===== src/rtl/audio_sample_frontend_pkg.sv =====
// Shared CCHW types for the audio front end: mix mode encoding, read FSM states
// and a clog2 helper that never returns a zero width.
package audio_sample_frontend_pkg;

  typedef enum logic [1:0] {MIX_SUM, MIX_AVG, MIX_SEL, MIX_RSVD} mix_mode_t;

  typedef enum logic {RD_IDLE, RD_READ} rd_state_t;

  localparam int MIN_SEL_W = 1;

  function automatic int clog2_min1(input int n);
    return (n > 1) ? $clog2(n) : MIN_SEL_W;
  endfunction

endpackage


===== src/rtl/audio_sample_frontend_level_meter.sv =====
// Peak-hold level meter with free-running decay counter and sticky clip flag.
// Only instantiated when AFE_METER_EN is defined.
module level_meter #(
  parameter int IN_W        = 24,
  parameter int METER_W     = 10,
  parameter int DECAY_SHIFT = 16
) (
  input  logic                   clk,
  input  logic                   rst,
  input  logic                   i_vld,
  input  logic signed [IN_W-1:0] i_mix,
  input  logic                   i_sat,
  input  logic                   i_clr,
  output logic [METER_W-1:0]     o_level,
  output logic                   o_clip
);

  localparam logic signed [IN_W-1:0] MOST_NEG = {1'b1, {(IN_W-1){1'b0}}};
  localparam logic [IN_W-1:0]        MAG_MAX  = {1'b0, {(IN_W-1){1'b1}}};

  logic [IN_W-1:0]        w_abs;
  logic [METER_W-1:0]     w_mag;
  logic                   w_wrap;
  logic [DECAY_SHIFT-1:0] r_decay;
  logic [METER_W-1:0]     r_level;
  logic                   r_clip;

  // The most negative sample has no positive twin, so it pins to full scale.
  always_comb begin
    w_abs = i_mix[IN_W-1] ? IN_W'(-i_mix) : IN_W'(i_mix);
    if (i_mix == MOST_NEG) w_abs = MAG_MAX;
    w_mag  = METER_W'(w_abs >> (IN_W - 1 - METER_W));
    w_wrap = &r_decay;
  end

  always_ff @(posedge clk) begin
    if (rst) begin
      r_decay <= '0;
      r_level <= '0;
      r_clip  <= 1'b0;
    end else begin
      r_decay <= r_decay + 1'b1;
      if (i_vld && (w_mag > r_level)) r_level <= w_mag;
      else if (w_wrap && (r_level != '0)) r_level <= r_level - 1'b1;
      if (i_vld && i_sat) r_clip <= 1'b1;
      else if (i_clr)     r_clip <= 1'b0;
    end
  end

  assign o_level = r_level;
  assign o_clip  = r_clip;

endmodule


===== src/rtl/audio_sample_frontend.sv =====
// Codec read handshake, channel mix, box-car decimation and NoteFinder start pulse.
// Define AFE_METER_EN to build the level meter and sticky clip flag.
module audio_sample_frontend
  import audio_sample_frontend_pkg::*;
#(
  parameter int IN_W        = 24,
  parameter int N           = 16,
  parameter int CH          = 2,
  parameter int DECIM       = 1,
  parameter int START_DELAY = 4,
  parameter int METER_W     = 10,
  parameter int DECAY_SHIFT = 16
) (
  input  logic                         clk,
  input  logic                         rst,
  input  logic                         sampleReady,
  input  logic [CH-1:0][IN_W-1:0]      inSamples,
  input  logic [1:0]                   mode,
  input  logic [clog2_min1(CH)-1:0]    chSel,
  input  logic                         clipClear,
  output logic                         doingRead,
  output logic signed [N-1:0]          sampleOut,
  output logic                         sampleValid,
  output logic                         startCycle,
  output logic [METER_W-1:0]           level,
  output logic                         clip
);

  localparam int CHB  = $clog2(CH);
  localparam int SW   = IN_W + CHB;
  localparam int SELW = clog2_min1(CH);
  localparam int DB   = $clog2(DECIM);
  localparam int DCW  = clog2_min1(DECIM);
  localparam int AW   = IN_W + DB;
  localparam logic signed [IN_W-1:0] MIX_MAX = {1'b0, {(IN_W-1){1'b1}}};
  localparam logic signed [IN_W-1:0] MIX_MIN = {1'b1, {(IN_W-1){1'b0}}};

  rd_state_t r_state, w_state_nxt;

  logic                   r_vld_p0;
  logic signed [IN_W-1:0] r_smp_p0 [CH];
  mix_mode_t              r_mode_p0;
  logic [SELW-1:0]        r_sel_p0;

  logic signed [SW-1:0]   w_sum;
  logic signed [IN_W-1:0] w_sel;
  logic signed [IN_W-1:0] w_mix;
  logic                   w_sat;

  logic signed [AW-1:0]   r_acc;
  logic signed [AW-1:0]   w_acc_sum;
  logic [DCW-1:0]         r_dcnt;
  logic                   w_last;
  logic                   r_valid;
  logic signed [N-1:0]    r_sample_out;
  logic [START_DELAY-1:0] r_dly;

  always_ff @(posedge clk) begin
    if (rst) r_state <= RD_IDLE;
    else     r_state <= w_state_nxt;
  end

  always_comb begin
    w_state_nxt = RD_IDLE;
    doingRead   = 1'b0;
    case (r_state)
      RD_IDLE: if (sampleReady) w_state_nxt = RD_READ;
      RD_READ: doingRead = 1'b1;
      default: w_state_nxt = RD_IDLE;
    endcase
  end

  // p0: capture samples and mix controls in the READ cycle
  always_ff @(posedge clk) begin
    if (rst) r_vld_p0 <= 1'b0;
    else     r_vld_p0 <= doingRead;
  end

  always_ff @(posedge clk) begin
    if (doingRead) begin
      for (int c = 0; c < CH; c++) r_smp_p0[c] <= inSamples[c];
      r_mode_p0 <= mix_mode_t'(mode);
      r_sel_p0  <= chSel;
    end
  end

  always_comb begin
    w_sum = '0;
    w_sel = '0;
    for (int c = 0; c < CH; c++) begin
      w_sum = w_sum + SW'(r_smp_p0[c]);
      if (CH == 1 || SELW'(c) == r_sel_p0) w_sel = r_smp_p0[c];
    end
    w_sat = 1'b0;
    case (r_mode_p0)
      MIX_AVG: w_mix = w_sum[SW-1 -: IN_W];
      MIX_SEL: w_mix = w_sel;
      default: begin
        w_mix = w_sum[IN_W-1:0];
        if (w_sum > SW'(MIX_MAX)) begin
          w_mix = MIX_MAX;
          w_sat = 1'b1;
        end else if (w_sum < SW'(MIX_MIN)) begin
          w_mix = MIX_MIN;
          w_sat = 1'b1;
        end
      end
    endcase
    w_acc_sum = r_acc + AW'(w_mix);
    w_last    = (r_dcnt == DCW'(DECIM - 1));
  end

  // p1: decimation window; the top N bits of acc>>>DB are acc[AW-1 -: N]
  always_ff @(posedge clk) begin
    if (rst) begin
      r_acc        <= '0;
      r_dcnt       <= '0;
      r_valid      <= 1'b0;
      r_sample_out <= '0;
    end else begin
      r_valid <= 1'b0;
      if (r_vld_p0) begin
        if (w_last) begin
          r_acc        <= '0;
          r_dcnt       <= '0;
          r_valid      <= 1'b1;
          r_sample_out <= w_acc_sum[AW-1 -: N];
        end else begin
          r_acc  <= w_acc_sum;
          r_dcnt <= r_dcnt + 1'b1;
        end
      end
    end
  end

  always_ff @(posedge clk) begin
    if (rst) r_dly <= '0;
    else     r_dly <= (r_dly << 1) | START_DELAY'(r_valid);
  end

  assign sampleOut   = r_sample_out;
  assign sampleValid = r_valid;
  assign startCycle  = r_dly[START_DELAY-1];

`ifdef AFE_METER_EN
  logic                   r_vld_p1;
  logic signed [IN_W-1:0] r_mix_p1;
  logic                   r_sat_p1;

  // p1: registered mix result feeding the meter
  always_ff @(posedge clk) begin
    if (rst) r_vld_p1 <= 1'b0;
    else     r_vld_p1 <= r_vld_p0;
  end

  always_ff @(posedge clk) begin
    r_mix_p1 <= w_mix;
    r_sat_p1 <= w_sat;
  end

  level_meter #(
    .IN_W        (IN_W),
    .METER_W     (METER_W),
    .DECAY_SHIFT (DECAY_SHIFT)
  ) u_meter (
    .clk     (clk),
    .rst     (rst),
    .i_vld   (r_vld_p1),
    .i_mix   (r_mix_p1),
    .i_sat   (r_sat_p1),
    .i_clr   (clipClear),
    .o_level (level),
    .o_clip  (clip)
  );
`else
  logic w_unused_clip_clear;
  assign w_unused_clip_clear = clipClear;
  assign level = '0;
  assign clip  = 1'b0;
`endif

endmodule


===== config.mk =====
export PLATFORM = sky130hd
export DESIGN_NAME = audio_sample_frontend
export DESIGN_NICKNAME = d
export VERILOG_FILES = /design/src/rtl/audio_sample_frontend_pkg.sv /design/src/rtl/audio_sample_frontend_level_meter.sv /design/src/rtl/audio_sample_frontend.sv
export SDC_FILE = /design/constraint.sdc
export NUM_CORES = 1
export LEC_CHECK = 0
export CAP_MARGIN = 40
export CORE_ASPECT_RATIO = 1.4
export CORE_MARGIN = 3
export CORE_UTILIZATION = 40
export DETAILED_ROUTE_END_ITERATION = 8
export PLACE_DENSITY = 0.7
export SLEW_MARGIN = 20
export SYNTH_ARGS = -nofsm -noshare
export SYNTH_HDL_FRONTEND = slang
export SYNTH_SLANG_ARGS = --single-unit

===== constraint.sdc =====
create_clock -name clk -period 2.95 [get_ports clk]
set_input_delay 0.59 -clock clk [delete_from_list [all_inputs] [get_ports clk]]
set_output_delay 0.59 -clock clk [all_outputs]
set_load 0.005 [all_outputs]

==> Yosys cells after proc, flatten, opt, wreduce, memory -nomap -nowiden <==
Memory sizes are Yosys's and may differ from the RTL's.
Cells that the tools add are included.
{ "op_classes": {"add_sub_neg": 3, "order_cmp": 2, "eq_ne": 2, "n_mux": 11, "bitwise": 3, "n_reduce_logical": 3} }
{ "ops": {"columns": ["cell", "n"], "rows": [
  ["$mux W24", 4],
  ["$pmux W24 S2", 1],
  ["$add A24 B24 Y25", 1],
  ["$gt A25 B24 Y1 const B", 1],
  ["$lt A25 B24 Y1 const B", 1],
  ["$add A24 B24 Y24", 1],
  ["$mux W1", 6],
  ["$or A4 B1 Y4", 1],
  ["$reduce_or A2 Y1", 2],
  ["$eq A2 B1 Y1 const B", 1],
  ["$eq A2 B2 Y1 const B", 1],
  ["$not A1 Y1", 2],
  ["$reduce_and A2 Y1", 1],
  ["$add A1 B1 Y1 const B", 1]
]} }
{ "word_totals": {"regBits": 51, "ram_bits": 48, "input_bits": 55, "out_inout_bits": 30, "elab_cells": 34, "n_memories": 1} }
{ "memory_table": {"columns": ["name", "depth", "width", "rd", "rd_clocked_by_memory_dff", "wr", "line", "text"], "rows": [
  ["r_smp_p0", 2, 24, 2, 0, 2, "audio_sample_frontend.sv:41", "logic signed [IN_W-1:0] r_smp_p0 [CH];"]
]} }

==> Depth between registers and ports, before layout <==
Gate-level depths: netlist (run 1).
An unclocked memory read counts as a cell.
{ "depth": {"word_depth": 8, "mapped_depth": 13, "mapped_depth_nobuf": 12} }

==> Least setup slack after synthesis (run 1) <==
OpenSTA, ideal clock, no wires.
{ "synth_timing": {"path_kind": "register -> register", "startpoint": "mem r_smp_p0[0][9]", "endpoint": "reg r_sample_out[8] (netlist: sampleOut[8])", "setup_ps": 126, "arrival_ps": 2477, "t_required_ps": 2824, "path_slack_ps": 347, "stages_incl_launch_ff": 11, "path_buffers": 1, "period_less_slack_ps": 2603, "cell_sequence": "edfxtp_1 -> ha_1 -> buf_6 -> a21oi_1 -> a21boi_1 -> a2111oi_2 -> a211oi_1 -> or3_1 -> and2_4 -> a221oi_2 -> o31ai_2"} }
{ "synth_rtl": {"columns": ["element", "line", "text"], "rows": [
  ["start: declaration", "audio_sample_frontend.sv:41", null],
  ["end signal: assignment", "audio_sample_frontend.sv:127", "r_sample_out <= w_acc_sum[AW-1 -: N];"],
  ["end: declaration", "audio_sample_frontend.sv:55", "logic signed [N-1:0] r_sample_out;"]
]} }

==> flow_summary_export.csv, run 1 <==
group,metric,value,unit
die,dieHeight,126,microns
cells_and_area,final_cells,590,
place,dpl_cell_area,0.00494,sq mm
place,globalplace.congestion,0.826,
pwr,ir_drop,307,uV
global_route,grt_overflow,0,
worst_setup_path,startpoint_type,"flop",
worst_setup_path,critPathRequiredTime,3.17,ns
drt,firstDrtPassIters,4,
pwr,total_power,2.70,mW
die,fp-row-count,43,
place,placedCellCount,571,
logic_synthesis,syn_avg_cell_area,11.1,sq um
logic_synthesis,synth_area,0.00409,sq mm
worst_setup_path,crit_fanout,5,
drt,wl,8860,microns
logic_synthesis,synthFlopType,"edfxtp_1",
timing,max_freq,362,MHz
die,fp.dieW,91.4,microns
drt,vias,3051,
clocking,clock-root-buffer,"clkbuf_16",
global_route,grt_pass1_wl,14400,microns
worst_setup_path,cp-end-kind,"flop",
pwr,p_per_area,504,mW/mm^2
flow_run,cap_violations,0,
clocking,cts.clk_slew.worst_paths,0.06,ns
global_route,grt_antenna_before_repair,0,
global_route,track_usage,0.160,
drt,ant_nets,0,
cells_and_area,nets,532,
cells_and_area,drive_gt1_frac,0.158,
timing,slew-limit-headroom,0.499,
die,dieArea,0.0115,sq mm
logic_synthesis,synth_edf_count,51,
drt,drc,0,
timing,hold_violations,0,
min_path,hold_path_class,"reg -> reg",
global_route,grt_pass1_vias,3050,
global_route,grt_max_degree,54,
timing,drv_slew,0,
worst_setup_path,worstPathArrival,2.99,ns
timing,finalCritPeriodShare,0.937,
drt,avgRoutedWirePerCell,15.0,microns
clocking,htree_levels,3,
logic_synthesis,syn_inst,369,
timing,worst_pin_slew,0.752,ns
clocking,clock_latency,0.33,ns
logic_synthesis,post_synth_num_cell_types,65,
place,hpwl,6600,microns
die,boundaryPins,85,
logic_synthesis,yosysWarnings,0,
timing,fin_skew,0.00766,ns
die,start_util,0.411,
timing,post-route-min-period,2.76,ns
logic_synthesis,synth-seq-area-share,0.487,
logic_synthesis,async_flop_share,0,
drt,drt-initial-drc-count,180,
timing,setup_viol,0,
clocking,ctsLongestPathBuffers,2,
cells_and_area,syn_to_final_growth,30.8,%
clocking,hold_buffers,0,
clocking,cts_buffers,9,
die,core_area,0.00995,sq mm
cells_and_area,antenna_cells,0,
place,io_buffers,72,
worst_setup_path,worstSetupPathType,"reg -> reg",
run_status,status,"finished, final reports clean",
clocking,cts_tree,"yes",
cells_and_area,finalInstanceArea,0.00535,sq mm
drt,vias_per_cell,5.17,
logic_synthesis,ys_ff_latch,74,
pwr,p_leak,1.97,nW
clocking,cts_sinks,74,
[synthesized netlist by cell type (3+ instances only)]
cell      count  share of area
o31ai_1       4         0.0073
inv_1        14          0.013
nand2_1      35          0.032
nand3_1       8         0.0098
o21ai_0      10          0.012
mux2_2       15          0.041
a21o_1        5         0.0092
o21ai_1      10          0.012
nand4_1       4         0.0061
dfxtp_1      23           0.11
clkbuf_1      8         0.0073
xor2_1        5          0.011
a21oi_2       3         0.0064
buf_4        12          0.022
edfxtp_1     51           0.37
a221oi_1      3         0.0064
a211oi_1      4         0.0073
xnor2_1      10          0.021
a221o_1       7          0.017
nand2b_1      4         0.0061
a21oi_1      31          0.038
nor2_1       20          0.018
ha_1         26          0.080
nor2b_1       5         0.0077
o21a_1        4         0.0073
[flip-flops by register name (all words and copies together), names as in the netlist]
signal,flops
r_sel_p0,1
r_mode_p0,2
sampleOut,16
r_dly,4
r_state,1
r_smp_p0,48
sampleValid,1
r_vld_p0,1
[layer usage]
layer	GRT usage	vias to the layer above	share of wire
li1	-	1520	-
met1	0.174	1413	0.39
met2	0.286	101	0.52
met3	0.0355	17	0.058
met4	0.0844	0	0.028
met5	0	-	0
[stage by stage]
step / utilization / setup slack [ns] / hold slack, ns / TNS [ns]
detailed placement: 0.497 / 0.0587 / 0.429 / 0
CTS: 0.526 / 0.0595 / 0.443 / 0
finish: 0.537 / 0.185 / 0.440 / 0
global placement: 0.497 / 0.0872 / 0.421 / 0
floorplan: - / 0.347 / 0.414 / 0
global route: 0.537 / -0.0227 / 0.450 / -0.0227
[cell families after synthesis]
| logic type | share of synthesized area |
|---|---|
| AO/OA/AOI/OAI | 0.197 |
| XOR/XNOR | 0.0321 |
| adder cells (fa/ha/maj) | 0.0845 |
| buffers and inverters | 0.0499 |
| flip-flops | 0.487 |
| multiplexers | 0.0438 |
| other | 0.000918 |
| AND/OR/NAND/NOR | 0.105 |
[what timing repair did]
item                       4_1_cts  5_1_grt
cloned                           0        1
setup buffers                    0        2
pin swaps                        1       10
setup endpoints to repair        2       12
resized for setup                1       16
[worst max-delay path, cell delays in order, from the launching register on]
cell and delay, ns:
edfxtp_1 0.38, ha_1 0.36, nor3_2 0.37, nor3_4 0.10, a211oi_2 0.28, a31oi_4 0.15
a2bb2oi_4 0.20, nor3b_4 0.31, a31oi_2 0.09, buf_2 0.19, a21oi_1 0.15, o21ai_1 0.07
[cell usage in the layout (no fill, tap or decap), types with 3 or more instances in the layout]
| cell | count |
|---|---|
| nand3_1 | 8 |
| conb_1 | 11 |
| dfxtp_1 | 22 |
| a211oi_1 | 3 |
| o31ai_1 | 4 |
| a221oi_1 | 3 |
| o21ai_0 | 9 |
| ha_1 | 25 |
| a21oi_1 | 28 |
| clkbuf_16 | 10 |
| nand2b_1 | 3 |
| a221o_1 | 7 |
| nand4_1 | 4 |
| buf_4 | 9 |
| nor2_1 | 20 |
| o21a_1 | 4 |
| nor2b_1 | 5 |
| mux2_2 | 15 |
| edfxtp_1 | 51 |
| xnor2_1 | 9 |
| xor2_1 | 4 |
| a21oi_2 | 6 |
| a21o_1 | 5 |
| a211oi_2 | 3 |
| inv_1 | 14 |
| nand2_1 | 35 |
| clkdlybuf4s50_1 | 72 |
| o21ai_1 | 10 |
[report_power, final]
part           total, mW  internal, mW  switching [mW]
registers           1.18          1.16          0.0238
logic              0.476         0.238           0.238
clock network       1.04         0.640           0.399
total               2.70          2.04           0.660
[worst paths after layout]
| kind | startpoint | end | slack, ns | depth (start not counted) |
|---|---|---|---|---|
| max | r_smp_p0[0][5] | sampleOut[9] | 0.19 | 11 |
| min | r_dly[0] | r_dly[1] | 0.44 | 1 |
| max reg2reg | r_smp_p0[0][5] | sampleOut[9] | 0.19 | 11 |
| min reg2reg | r_dly[0] | r_dly[1] | 0.44 | 1 |
[cell type report]
| cell class | count | area [sq um] |
|---|---|---|
| clock buffers | 12 | 268 |
| clock inverters | 4 | 21.3 |
| fillers | 860 | 4610 |
| inverters | 14 | 52.6 |
| multi-input cells | 267 | 2020 |
| flip-flops and latches | 74 | 1990 |
| well taps | 135 | 169 |
| repair buffers | 84 | 825 |
Power figures use the tool's default switching activity.
==> run 2, diff against run 1 <==
--- a/config.mk
+++ b/config.mk
@@ -7,11 +7,12 @@
 export LEC_CHECK = 0
 export CAP_MARGIN = 40
 export CORE_ASPECT_RATIO = 1.4
-export CORE_MARGIN = 3
+export CORE_MARGIN = 1.5
 export CORE_UTILIZATION = 40
 export DETAILED_ROUTE_END_ITERATION = 8
 export PLACE_DENSITY = 0.7
 export SLEW_MARGIN = 20
 export SYNTH_ARGS = -nofsm -noshare
 export SYNTH_HDL_FRONTEND = slang
+export SYNTH_HIERARCHICAL = 1
 export SYNTH_SLANG_ARGS = --single-unit
==> flow_summary_export.csv, run 2 <==
group,metric,value,unit
run_status,status,"finished, final reports clean",
logic_synthesis,synth_area,0.00409,sq mm
min_path,hold_path_class,"reg -> reg",
global_route,grt_pass1_vias,3136,
die,boundaryPins,85,
cells_and_area,final_common_cell,"clkdlybuf4s50_1",
drt,drc,0,
logic_synthesis,ys_ff_latch,74,
cells_and_area,syn_to_final_growth,31.2,%
logic_synthesis,yosysMostFrequentCell,"edfxtp_1",
worst_setup_path,worstPathArrival,3.06,ns
logic_synthesis,syn_inst,369,
drt,drt-initial-drc-count,154,
logic_synthesis,yosys.area.top_type,"edfxtp_1",
place,hpwl,6730,microns
clocking,htree_levels,3,
worst_setup_path,worstSetupPathType,"reg -> reg",
cells_and_area,drive_gt1_frac,0.162,
timing,max_freq,352,MHz
cells_and_area,multi_input_area,0.00199,sq mm
logic_synthesis,synthTopCellsByArea,"edfxtp_1 (37%), dfxtp_1 (11%), ha_1 (8.0%)",
cells_and_area,seq_area,0.00199,sq mm
drt,vias_per_cell,5.21,
place,globalplace.congestion,0.909,
worst_setup_path,critPathRequiredTime,3.17,ns
worst_setup_path,critPathMostFrequentCell,"buf_4",
logic_synthesis,synth-seq-area-share,0.487,
global_route,track_usage,0.183,
global_route,grt_overflow,0,
timing,setup_viol,0,
die,fp-row-count,43,
clocking,cts_tree,"yes",
cells_and_area,antenna_cells,0,
timing,worst_pin_slew,0.812,ns
clocking,clock_latency,0.33,ns
timing,layout_setup_ws,0.110,ns
logic_synthesis,synth_top_area_frac,0.375,
cells_and_area,nets,535,
timing,drv_slew,0,
global_route,grt_antenna_before_repair,0,
logic_synthesis,post_synth_num_cell_types,65,
clocking,clock-root-buffer,"clkbuf_16",
worst_setup_path,cp-end-kind,"flop",
clocking,cts_buffers,9,
cells_and_area,nFillCells,872,
pwr,ir_drop,343,uV
clocking,ctsLongestPathBuffers,2,
drt,ant_nets,0,
global_route,grt_max_degree,54,
cells_and_area,layout_common_cells,"clkdlybuf4s50_1 (72), edfxtp_1 (51), nand2_1 (35)",
logic_synthesis,synthFlopType,"edfxtp_1",
timing,finalCritPeriodShare,0.963,
cells_and_area,utilization,0.542,
die,dieArea,0.0108,sq mm
place,io_buffers,72,
clocking,hold_buffers,0,
die,dieHeight,123,microns
clocking,cts_sinks,74,
logic_synthesis,async_flop_share,0,
flow_run,cap_violations,0,
drt,firstDrtPassIters,4,
worst_setup_path,crit_slowest_cell,"a2111o_1",
cells_and_area,regMostFlops,"r_smp_p0",
timing,hold_violations,0,
timing,post-route-min-period,2.84,ns
worst_setup_path,crit_fanout,4,
pwr,p_leak,1.99,nW
place,pre_cts_slack,-0.0851,ns
die,core_area,0.00990,sq mm
logic_synthesis,yosysWarnings,6,
die,fp.dieW,88.4,microns
worst_setup_path,cp_slowest_stage_delay,0.48,ns
worst_setup_path,crit_chain,"ha_1 -> a2111o_1 -> o21ai_2 -> o211ai_1 -> buf_4 -> a31o_2 -> o21ai_1 -> a31oi_2 -> buf_4 -> buf_4 -> a21oi_1 -> o21ai_1",
cells_and_area,largest_reg_flops,48,
clocking,cts.clk_slew.worst_paths,0.06,ns
timing,fin_skew,0.00598,ns
logic_synthesis,synth_common_cells,"edfxtp_1 (51), nand2_1 (35), a21oi_1 (31)",
worst_setup_path,startpoint_type,"flop",
logic_synthesis,syn_avg_cell_area,11.1,sq um
drt,wl,9220,microns
global_route,grt_pass1_wl,14900,microns
drt,avgRoutedWirePerCell,15.6,microns
pwr,p_per_area,513,mW/mm^2
die,start_util,0.413,
timing,slew-limit-headroom,0.459,
drt,vias,3090,
logic_synthesis,synth_edf_count,51,
==> run 2: area by class of cell <==
type / count / share of cell area
Clock inverter: 5 / 0.00607
Inverter: 14 / 0.00980
Tap cell: 135 / 0.0315
Timing Repair Buffer: 87 / 0.158
Multi-Input combinational cell: 267 / 0.372
Sequential cell: 74 / 0.372
Clock buffer: 11 / 0.0513
==> run 2: stage by stage <==
stage / area [sq um] / power (mW) / std cells / hold WS, ns / TNS (ns)
after global routing: 5360 / 2.87 / 593 / 0.463 / -0.0369
after CTS: 5290 / 2.76 / 591 / 0.450 / 0
after floorplan: 4120 / 1.49 / 379 / 0.414 / 0
after global placement: 4970 / 1.65 / 574 / 0.419 / 0
after detailed placement: 4970 / 1.66 / 574 / 0.432 / -0.308
final: 5360 / 2.75 / 593 / 0.445 / 0
==> run 2: worst paths after layout <==
kind	startpoint	end	slack (ns)	cells past startpoint
worst max-delay path	r_smp_p0[0][5]	sampleOut[0]	0.11	12
worst min-delay path	r_dly[0]	r_dly[1]	0.45	1
worst max register to register	r_smp_p0[0][5]	sampleOut[0]	0.11	12
worst min register to register	r_dly[0]	r_dly[1]	0.45	1
==> run 2: repair_timing <==
item                       CTS  global route
setup endpoints to repair   11            14
setup buffers                1             2
pin swaps                    1             0
gates resized for setup      1            11
==> run 2: power breakdown <==
part / internal (mW) / total (mW) / switching [mW]
combinational: 0.238 / 0.476 / 0.239
sequential: 1.16 / 1.18 / 0.0248
clock: 0.670 / 1.09 / 0.420
total: 2.07 / 2.75 / 0.684
==> run 2: cells by family after synthesis <==
| family | synth area share |
|---|---|
| simple gates | 0.105 |
| flops | 0.487 |
| other cells | 0.000918 |
| fa+ha+maj | 0.0845 |
| mux | 0.0438 |
| buf+inv | 0.0499 |
| xor+xnor | 0.0321 |
| compound gates | 0.197 |
==> run 2: worst max-delay path: cells and delay by family (launching register included) <==
kind / cells / cell delay, ns
AOI/OAI and AO/OA: 8 / 1.52
buffers and inverters: 3 / 0.47
DFF: 1 / 0.37
adders and majority gates: 1 / 0.36
==> run 2: metal layers <==
metal | share of wire | global-route usage | wire length (microns) | up-vias
met5 | 0 | 0 | 0 | -
met4 | 0.023 | 0.0967 | 211 | 0
met3 | 0.037 | 0.0410 | 344 | 13
met2 | 0.53 | 0.317 | 4880 | 82
met1 | 0.41 | 0.206 | 3780 | 1461
li1 | - | - | - | 1534
